--- config.mk ---
export PLATFORM = sky130hd
export DESIGN_NAME = mux_scan_sequencer
export DESIGN_NICKNAME = d
export VERILOG_FILES = /design/src/rtl/mux_scan_sequencer.sv
export SDC_FILE = /design/constraint.sdc
export NUM_CORES = 1
export LEC_CHECK = 0
export CORE_MARGIN = 2
export CORE_UTILIZATION = 25
export DETAILED_ROUTE_END_ITERATION = 10
export DONT_BUFFER_PORTS = 1
export GPL_TIMING_DRIVEN = 0
export PLACE_DENSITY_LB_ADDON = 0.2
export SLEW_MARGIN = 10
export SYNTH_ARGS = -nofsm -noshare
export SYNTH_HDL_FRONTEND = slang
export SYNTH_SLANG_ARGS = --single-unit
--- constraint.sdc ---
create_clock -name clk -period 2 [get_ports clk]
set_input_delay 0.1 -clock clk [delete_from_list [all_inputs] [get_ports clk]]
set_output_delay 0.1 -clock clk [all_outputs]
set_load 0.02 [all_outputs]
--- src/rtl/mux_scan_sequencer.sv ---
// Sequencer in front of a combinational 2**SEL_W:1 mux: steps the select, waits SETTLE
// cycles per input, samples mux_y once per input and hands the assembled word out on valid/ready.
module mux_scan_sequencer #(
  parameter int SEL_W  = 3,
  parameter int SETTLE = 1
) (
  input  logic                  clk,
  input  logic                  rst_n,
  input  logic                  start_valid,
  output logic                  start_ready,
  output logic [SEL_W-1:0]      sel,
  input  logic                  mux_y,
  output logic [2**SEL_W-1:0]   out_data,
  output logic                  out_valid,
  input  logic                  out_ready,
  output logic                  busy
);

  localparam int         N        = 2**SEL_W;
  localparam logic [3:0] SETTLE_C = 4'(SETTLE);
  localparam logic [SEL_W-1:0] LAST_SEL = SEL_W'(N - 1);

  typedef enum logic [1:0] {
    S_IDLE,
    S_WAIT,
    S_SAMPLE,
    S_DONE
  } state_t;

  state_t           r_state;
  logic [SEL_W-1:0] r_sel;
  logic [3:0]       r_cnt;
  logic [N-1:0]     r_data;
  logic             r_valid;
  logic             r_busy;
  logic             r_start_ready;

  // With SETTLE==0 there is nothing to wait for, so each select goes straight to sampling.
  localparam state_t SETTLE_STATE = (SETTLE_C == 4'd0) ? S_SAMPLE : S_WAIT;

  always_ff @(posedge clk or negedge rst_n) begin
    if (!rst_n) begin
      r_state       <= S_IDLE;
      r_sel         <= '0;
      r_cnt         <= '0;
      r_data        <= '0;
      r_valid       <= 1'b0;
      r_busy        <= 1'b0;
      r_start_ready <= 1'b1;
    end else begin
      case (r_state)
        S_IDLE: begin
          if (start_valid) begin
            r_sel         <= '0;
            r_data        <= '0;
            r_cnt         <= SETTLE_C;
            r_busy        <= 1'b1;
            r_start_ready <= 1'b0;
            r_state       <= SETTLE_STATE;
          end
        end

        // Counter holds the remaining settle cycles; leaving on 1 gives exactly SETTLE cycles here.
        S_WAIT: begin
          r_cnt <= r_cnt - 4'd1;
          if (r_cnt <= 4'd1) begin
            r_state <= S_SAMPLE;
          end
        end

        S_SAMPLE: begin
          r_data[r_sel] <= mux_y;
          if (r_sel == LAST_SEL) begin
            r_valid <= 1'b1;
            r_state <= S_DONE;
          end else begin
            r_sel   <= r_sel + SEL_W'(1);
            r_cnt   <= SETTLE_C;
            r_state <= SETTLE_STATE;
          end
        end

        S_DONE: begin
          if (out_ready) begin
            r_valid       <= 1'b0;
            r_sel         <= '0;
            r_busy        <= 1'b0;
            r_start_ready <= 1'b1;
            r_state       <= S_IDLE;
          end
        end

        default: begin
          r_valid       <= 1'b0;
          r_sel         <= '0;
          r_busy        <= 1'b0;
          r_start_ready <= 1'b1;
          r_state       <= S_IDLE;
        end
      endcase
    end
  end

  assign sel         = r_sel;
  assign out_data    = r_data;
  assign out_valid   = r_valid;
  assign busy        = r_busy;
  assign start_ready = r_start_ready;

endmodule

# Word-level counts from Yosys, hierarchy flattened
# Cells that the tools add are included.
[totals]
regBits = 20
output_inout_bits = 14
word_cells = 59
[op_classes]
add_sub_neg = 2
n_lt_le_gt_ge = 3
n_eq_ne = 9
n_mux = 25
n_reduce_logical = 13
[ops]
columns = ["op", "n"]
rows = [
  ["one-hot mux 8 bit (2 select lines)", 1],
  ["one-hot mux 4 bit (3 select lines)", 1],
  ["AND reduction 3 bit", 4],
  ["inequality test 2 bit (second input constant)", 5],
  ["2-to-1 mux 3 bit", 3],
  ["one-hot mux 3 bit (3 select lines)", 1],
  ["bitwise mux 8 bit", 1],
  ["2-to-1 mux 2 bit", 4],
  ["2-to-1 mux 4 bit", 2],
  ["2-to-1 mux 8 bit", 1],
  ["one-hot mux 2 bit (4 select lines)", 1],
  ["2-to-1 mux 1 bit", 6],
  ["one-hot mux 1 bit (2 select lines)", 3],
  ["nonzero test 2 bit", 3],
  ["nonzero test 3 bit", 2],
  ["== test 2 bit (second input constant)", 2],
  ["<= comparator 4 x 1 -> 1 bit (second input constant)", 1],
  ["less-than comparator 3 x 4 -> 1 bit (second input constant)", 1],
  ["AND reduction 4 bit", 1],
  ["subtractor 4 x 1 -> 4 bit (second input constant)", 1],
  ["adder 3 x 1 -> 3 bit (second input constant)", 1],
  ["demux 1 bit (select 3 bit)", 1],
  ["== test 3 bit (second input constant)", 1],
  ["greater-or-equal comparator 3 x 1 -> 1 bit (second input constant)", 1],
  ["other kinds (4)", 4],
]

# Longest topological paths before layout
# Gate-level depths: netlist of run 1.
[logic_depth]
depth_word = 6
mapped_depth = 7
ltp_nobuf = 6

# Worst setup path after synthesis of run 1
# No wires, ideal clock.
[synth_timing]
path_type = "reg2reg"
startpoint = "register r_sel[0], in the netlist sel[0]"
endpoint = "register r_cnt[3]"
t_arrival_ns = 1.642
setup_slack_ns = 0.236
stages_incl_launch_ff = 8
n_path_buf = 1
period_less_slack_ns = 1.764
path_cell_list = "dfrtp_1 ha_1 ha_1 buf_6 nand2_1 nor3b_4 nand2_1 a32o_1"
[synth_via]
elab_chain_cells = 3
[synth_rtl]
columns = ["element", "line_no", "source"]
rows = [
  ["from (decl)", "31", "logic [SEL_W-1:0] r_sel;"],
  ["from (signal assigned)", "77", "r_sel <= r_sel + SEL_W'(1);"],
  ["== test 3 bit", "73", "if (r_sel == LAST_SEL) begin"],
  ["inequality test 2 bit (no line)", "--", ""],
  ["AND reduction 3 bit (no line)", "--", ""],
  ["to (signal assigned)", "65", "r_cnt <= r_cnt - 4'd1;"],
  ["to (decl)", "32", "logic [3:0] r_cnt;"],
]
# No other way between the ends.
# A chain may end at the register's enable or synchronous reset.

# Final worst setup path of run 1
# Same ends and word-level chain as after synthesis.

==> results_dict.tcl, run 1 <==
set metrics [dict create \
    status "completed" \
    utilization 0.291 \
    setup-tns-final_ns 0 \
    drv_cap 0 \
    h-tree-depth 1 \
    ys_types 35 \
    dr.pass1.iters 5 \
    skew_ns 0.00658 \
    synth_seq_area_share 0.419 \
    endpoint_kind "flop" \
    hold_depth 3 \
    io_pins 19 \
    initial_core_util 0.257 \
    ys.flop_type "dfrtp_1" \
    synth_cells 121 \
    routed_wl_mm 2.71 \
    grt_pass1_wl_mm 4.51 \
    drive_gt1_frac 0.178 \
    pre_cts_ws_ns 0.0353 \
    worst_slack_ns 0.144 \
    viasPerCell 5.17 \
    grt.total_usage 0.109 \
    p_per_area_mw_per_mm2 1590 \
    p_total_uw 2150 \
    fin_crit_sh 0.928 \
    gp_congestion 0.882 \
    vias 947 \
    nets 144 \
    synth.avg_cell_area_um2 9.91 \
    grt.overflow.total 0 \
    hp-class "input port to flop" \
    setup_viol 0 \
    clk_path_buf_depth 2 \
    grt_pass1_vias 960 \
    relSlewSlack 0.371 \
    drt_iter0_markers 42 \
    core_area_mm2 0.00466 \
    grt_setup_unrepaired "false" \
    num-fill-cells 474 \
    grt_max_degree 21 \
    power_leakage_uw 0.000600 \
    cts_root_buf "clkbuf_8" \
    drc 0 \
    worst_pin_slew_ns 0.941 \
    critPathKind "flop to flop" \
    portBuffers 0 \
    fp.dieW_um 73.2 \
    cts.sinks 20 \
    critPathMaxFanout 8 \
    numCtsBuffers 3 \
    hold_viol 0 \
    die_h_um 73.2 \
    reg2reg_depth 7 \
    yosys_warnings 0 \
    clkTransAtPathRegs_ns 0.08 \
    synth_nets 135 \
    critPathArrivalTime_ns 2.01 \
    dp_hpwl_mm 2.02 \
    rows 25 \
    synth_edf_count 0 \
    syn_to_final_growth_pct 13.0 \
    die_area_mm2 0.00536 \
    diodes 0 \
    slew_violations 0 \
    wire_per_inst_um 14.8 \
    async_flop_share 1.00 \
    fin_crit_ns 1.86 \
    antenna_found_initial 0 \
    ys_ff_latch 20 \
    ant_nets 0 \
    syn_area_mm2 0.00120 \
    start_kind "flop" \
    max_freq_mhz 539 \
    vdd_drop_max_mv 0.487 \
    clk_latency_ns 0.26 \
    cp.required_ns 2.15 \
    regArea_um2 503 \
    multi_input_area_um2 614 \
    cts_tree "done" \
]
through the flow:
stage               cells  hold WS, ns  area [um2]
global route          183        0.117        1360
finish                183       0.0742        1360
CTS                   180       0.0796        1330
detailed placement    175       -0.195        1270
floorplan             121       -0.196        1200
global placement      175       -0.195        1270
layout by cell type (no fill, tap or decap), types with 3 or more instances in the layout:
cell type,n
a21oi_1,5
a22o_1,4
a31oi_1,3
buf_2,3
buf_4,3
buf_6,3
clkbuf_8,4
dfrtp_1,18
ha_1,9
inv_1,8
nand2_1,10
nand2b_1,3
nor2_1,5
nor2b_1,4
o21ai_0,5
o21ai_1,11
o2bb2ai_1,3
synthesized netlist by cell type (4+ instances only):
cell,count,area share
nand2_1,10,0.031
o21ai_0,5,0.021
ha_1,9,0.094
nor2b_1,4,0.021
inv_1,8,0.025
nor2_1,5,0.016
a22o_1,4,0.029
dfrtp_1,19,0.40
a21oi_1,5,0.021
o21ai_1,11,0.046
logic make-up (layout without fill, tap and decap cells):
group | after synthesis | count (layout) | share of synthesized area
compound gates | 43 | 43 | 0.248
fa+ha+maj | 9 | 9 | 0.0939
buf+inv | 15 | 23 | 0.0689
flops | 20 | 20 | 0.419
mux | 1 | 1 | 0.00835
simple gates | 33 | 33 | 0.162
worst paths after layout:
kind | startpoint | to | slack, ns
max | sel[0] | r_cnt[3] | 0.14
min | out_ready | out_valid | 0.07
max reg2reg | sel[0] | r_cnt[3] | 0.14
min reg2reg | r_cnt[3] | r_cnt[3] | 0.56
max in group asynchronous | rst_n | sel[0] | 0.94
min in group asynchronous | rst_n | out_data[5] | 0.42
sequential cells by signal, indices dropped and copies added, names as in the netlist:
name,flops
sel,3
busy,1
start_ready,1
out_data,8
r_cnt,4
r_state,2
out_valid,1
final cells by class:
cell class              instances  area share
well taps                      54      0.0499
inverters                       9      0.0249
repair buffers                  4      0.0240
clock buffers                   4      0.0406
plain buffers                   6      0.0360
multi-input cells              86       0.453
flip-flops and latches         20       0.371
repair_timing:
item,CTS,global route
setup endpoints to repair,0,3
gates resized for setup,0,1
hold buffers,1,0
endpoints found under the hold margin,20,0
setup buffers,0,3
metal layers:
metal,share of wire,track usage
met2,0.50,0.183
met3,0.049,0.0345
met5,0,0
met4,0.020,0.0288
met1,0.43,0.135
power breakdown:
part	internal, uW	leakage, uW	switching (uW)
Sequential	552	0.000258	246
Combinational	460	0.000314	576
Clock	175	0.0000288	140
Total	1190	0.000600	963
worst max-delay path, cell delays in order, from the launching register on:
cell and delay [ns]:
dfrtp_2 0.50, ha_1 0.23, ha_1 0.18, buf_6 0.14, nand2_1 0.08, nor3b_4 0.31
nand2_1 0.08, a32o_1 0.20
(Power assumes the default switching activity.)
==> run 2: changes to the inputs <==
Settings changed: CORE_ASPECT_RATIO from default to 1.4, CORE_MARGIN 2 to 3, SETUP_SLACK_MARGIN from default to 0.3.
==> run 2 against run 1 <==
Effect of this change: combinational power about the same; sequential power up 2%; final area up 5.6%; die area up 5.7%; non-clock buffer count up 2; worst setup slack better by 0.13 ns; maximum frequency up 7.4%; power up 2.4%; register-to-register slack better by 0.13 ns; critical path depth up 1; via count up 0.53%; critical path type unchanged.
==> results_dict.tcl, run 2 (synthesized netlist as in run 1, its figures left out) <==
set metrics [dict create \
    hold_viol 0 \
    relSlewSlack 0.375 \
    multi_input_area_um2 658 \
    syn_to_final_growth_pct 19.4 \
    start_kind "flop" \
    wire_per_inst_um 14.4 \
    grt_pass1_wl_mm 4.57 \
    numCtsBuffers 3 \
    path_buf_inv 2 \
    dp_hpwl_mm 2.17 \
    endpoint_kind "flop" \
    drc 0 \
    initial_core_util 0.262 \
    diodes 0 \
    h-tree-depth 1 \
    dr.pass1.iters 4 \
    cts.sinks 20 \
    ant_nets 0 \
    rrSetupSlack_ns 0.27 \
    antenna_found_initial 0 \
    critPathTopFamily "flip-flops" \
    cp.depth 8 \
    grt.total_usage 0.106 \
    skew_ns 0.00595 \
    fin_crit_sh 0.864 \
    die_h_um 87.9 \
    gp_congestion 0.723 \
    cp_slowest_cell "dfrtp_2" \
    worstPathCellList "ha_4 -> ha_4 -> buf_6 -> nand2_4 -> nor3b_4 -> buf_6 -> nand2_2 -> a32o_1" \
    place_inst 183 \
    status "completed" \
    largest_reg_flops 8 \
    power_leakage_uw 0.000615 \
    critPathKind "flop to flop" \
    regArea_um2 507 \
    cts_root_buf "clkbuf_8" \
    grt_setup_unrepaired "true" \
    drive_gt1_frac 0.267 \
    instances_no_fill 193 \
    clk_path_buf_depth 2 \
    max_freq_mhz 579 \
    nets 146 \
    clk_latency_ns 0.26 \
    routed_wl_mm 2.78 \
    clkTransAtPathRegs_ns 0.08 \
    slew_violations 0 \
    cts_tree "done" \
    critPathArrivalTime_ns 1.88 \
    grt_pass1_vias 959 \
    viasPerCell 4.93 \
    die_area_mm2 0.00567 \
    core_area_mm2 0.00457 \
    setup-tns-final_ns 0 \
    drt_iter0_markers 43 \
    portBuffers 0 \
    utilization 0.313 \
    final_common_cell "dfrtp_1" \
    grt_max_degree 21 \
    reg2reg_depth 8 \
    slowest_delay_ns 0.51 \
    final_cell_mix "dfrtp_1 (15), o21ai_1 (10), inv_1 (8), nand2_1 (8)" \
    num-fill-cells 493 \
    worst_pin_slew_ns 0.934 \
    critPathMaxFanout 8 \
    vdd_drop_max_mv 0.309 \
    cp.required_ns 2.15 \
    rows 29 \
    vias 952 \
    hp-class "input port to flop" \
    setup_viol 0 \
    hold_depth 3 \
    grt.overflow.total 0 \
    drv_cap 0 \
    io_pins 19 \
    p_per_area_mw_per_mm2 1540 \
    fp.dieW_um 64.5 \
    fin_crit_ns 1.73 \
]
==> run 2: report_power, final <==
group | switching [uW] | internal [uW] | total [uW] | leakage, uW
Clock | 137 | 175 | 312 | 0.0000288
Sequential | 257 | 557 | 813 | 0.000253
Combinational | 592 | 482 | 1070 | 0.000333
==> run 2: repair_timing <==
action                                 in CTS  in global routing
buffers inserted                            2                  3
setup endpoints to repair                   4                 17
hold buffers                                1                  0
gates resized for setup                     6                  6
endpoints found under the hold margin      20                  0
pin swaps                                   1                  2
gates cloned                                0                  0
==> run 2: tightest hold or removal path, cell delays in order <==
cell and delay [ns]:
inv_1 0.07, o21ai_0 0.07, o21ai_0 0.07
==> run 2: routing by layer <==
layer	global-route usage	part of all wire	vias up
met5	0	0	-
met1	0.100	0.37	473
li1	-	-	453
met2	0.216	0.57	20
met3	0.0244	0.052	6
met4	0.0365	0.016	0
==> run 2: layout make-up <==
type,instances,area share
clock buffers,4,0.0385
well taps,62,0.0542
multi-input cells,86,0.460
plain buffers,6,0.0341
repair buffers,6,0.0358
inverters,9,0.0236
flip-flops and latches,20,0.354
==> run 2: through the flow <==
step | hold WS, ns | worst slack [ns] | total power [uW] | area, um2
after floorplan | -0.196 | 0.310 | 1560 | 1200
after global placement | -0.195 | 0.150 | 1760 | 1280
after detailed placement | -0.195 | 0.121 | 1790 | 1280
after CTS | 0.109 | 0.271 | 2170 | 1390
after global routing | 0.157 | 0.222 | 2400 | 1430
final | 0.0883 | 0.273 | 2200 | 1430
==> run 2: worst paths after layout <==
path / startpoint / end
max in group asynchronous: rst_n / r_state[0]
min in group asynchronous: rst_n / out_data[3]
hold reg to reg: r_cnt[3] / r_cnt[3]
hold / removal: out_ready / out_valid
setup reg to reg: sel[0] / r_cnt[3]
setup / recovery: sel[0] / r_cnt[3]
==> run 3: changes to the inputs <==
--- a/config.mk
+++ b/config.mk
@@ -11,4 +11,5 @@
 export DETAILED_ROUTE_END_ITERATION = 10
 export DONT_BUFFER_PORTS = 1
+export GPL_ROUTABILITY_DRIVEN = 0
 export GPL_TIMING_DRIVEN = 0
 export PLACE_DENSITY_LB_ADDON = 0.2
==> constraint.sdc (replaced) <==
create_clock -name clk -period 2 [get_ports clk]
set_input_delay 0.4 -clock clk [delete_from_list [all_inputs] [get_ports clk]]
set_output_delay 0.4 -clock clk [all_outputs]
set_load 0.02 [all_outputs]
==> run 3 against run 2 <==
Effect of this change: register-to-register slack about the same; worst setup slack about the same; combinational power about the same; via count unchanged; final cell count unchanged; largest cell class unchanged.
==> results_dict.tcl, run 3 (synthesized netlist as in run 1, its figures left out) <==
set metrics [dict create \
    critPathArrivalTime_ns 1.88 \
    vias 952 \
    rr_endpoint "r_cnt[3]" \
    reg2reg_depth 8 \
    syn_to_final_growth_pct 19.5 \
    hp-class "input port to flop" \
    cp.required_ns 2.15 \
    drc 0 \
    io_pins 19 \
    worst_pin_slew_ns 0.934 \
    diodes 0 \
    drive_gt1_frac 0.275 \
    vdd_drop_max_mv 0.309 \
    start_kind "flop" \
    reg2reg_from "sel[0]" \
    die_h_um 87.9 \
    clkTransAtPathRegs_ns 0.08 \
    final_cell_mix "dfrtp_1 (14), o21ai_1 (10), inv_1 (8), nand2_1 (8)" \
    antenna_found_initial 0 \
    rrSetupSlack_ns 0.27 \
    cts_tree "done" \
    drt_iter0_markers 43 \
    clk_latency_ns 0.26 \
    routed_wl_mm 2.78 \
    max_freq_mhz 579 \
    p_per_area_mw_per_mm2 1540 \
    crit_path_end "r_cnt[3]" \
    largest_reg_flops 8 \
    fp.dieW_um 64.5 \
    pre_cts_ws_ns 0.121 \
    critPathKind "flop to flop" \
    grt_setup_unrepaired "true" \
    relSlewSlack 0.375 \
    startpoint "sel[0]" \
    core_area_mm2 0.00457 \
    endpoint_kind "flop" \
    grt_pass1_wl_mm 4.57 \
    dp_hpwl_mm 2.17 \
    portBuffers 0 \
    grt_max_degree 21 \
    fin_crit_sh 0.864 \
    worst_slack_ns 0.273 \
    grt.total_usage 0.106 \
    rows 29 \
    initial_core_util 0.262 \
    setup_viol 0 \
    final_common_cell "dfrtp_1" \
    grt.overflow.total 0 \
    cts_root_buf "clkbuf_8" \
    setup-tns-final_ns 0 \
    nets 146 \
    cts.sinks 20 \
    drv_cap 0 \
    clk_path_buf_depth 2 \
    skew_ns 0.00595 \
    numCtsBuffers 3 \
    slew_violations 0 \
    viasPerCell 4.93 \
    h-tree-depth 1 \
    dr.pass1.iters 4 \
    status "completed" \
    hold_viol 0 \
    grt_pass1_vias 959 \
    power_leakage_uw 0.000614 \
    fin_crit_ns 1.73 \
    critPathMaxFanout 8 \
    wire_per_inst_um 14.4 \
    ant_nets 0 \
    die_area_mm2 0.00567 \
]
## run 3: critical path, cell delays in order, from the launching register on
cell	delay [ns]
dfrtp_2	0.51
ha_4	0.20
ha_4	0.15
buf_6	0.11
nand2_4	0.06
nor3b_4	0.18
buf_6	0.15
nand2_2	0.04
a32o_1	0.21
## run 3: worst min-delay path by stage
stage	end	depth (start not counted)	slack (ns)	from
2_1_floorplan	busy	0	0.10	rst_n
3_3_place_gp	out_data[5]	0	0.10	rst_n
3_5_place_dp	out_data[5]	0	0.10	rst_n
4_1_cts	out_valid	3	0.41	out_ready
5_1_grt	out_valid	3	0.46	out_ready
6_report	out_valid	3	0.39	out_ready
## run 3: through the flow
stage	hold slack [ns]	std cells	util	total power (uW)	cell area, um2
2_1_floorplan	0.104	121	-	1560	1200
3_3_place_gp	0.105	183	0.280	1760	1280
3_5_place_dp	0.105	183	0.280	1790	1280
4_1_cts	0.409	190	0.304	2170	1390
5_1_grt	0.457	193	0.313	2400	1430
6_report	0.388	193	0.313	2200	1430
## run 3: what timing repair did
| item | in CTS | in global routing |
|---|---|---|
| pin swaps | 1 | 2 |
| hold buffers | 1 | 0 |
| endpoints found under the setup margin | 4 | 17 |
| gates resized for setup | 6 | 7 |
| setup buffers | 2 | 3 |
| endpoints found under the hold margin | 20 | 0 |
## run 3: power breakdown
group	switching, uW	internal (uW)
Sequential	257	559
Combinational	592	482
Clock	137	175
## run 3: area by class of cell
cell class / instances / area [um2]
inverter: 9 / 33.8
tap: 62 / 77.6
multi-input combinational: 86 / 658
clock buffer: 4 / 55.1
buffer: 6 / 48.8
fill: 494 / 3140
sequential: 20 / 508
timing repair buffer: 6 / 51.3
## run 3: layer usage
metal	GRT usage	routed length, um
met5	0	0
met2	0.216	1580
met4	0.0365	45
met3	0.0244	144
met1	0.100	1020
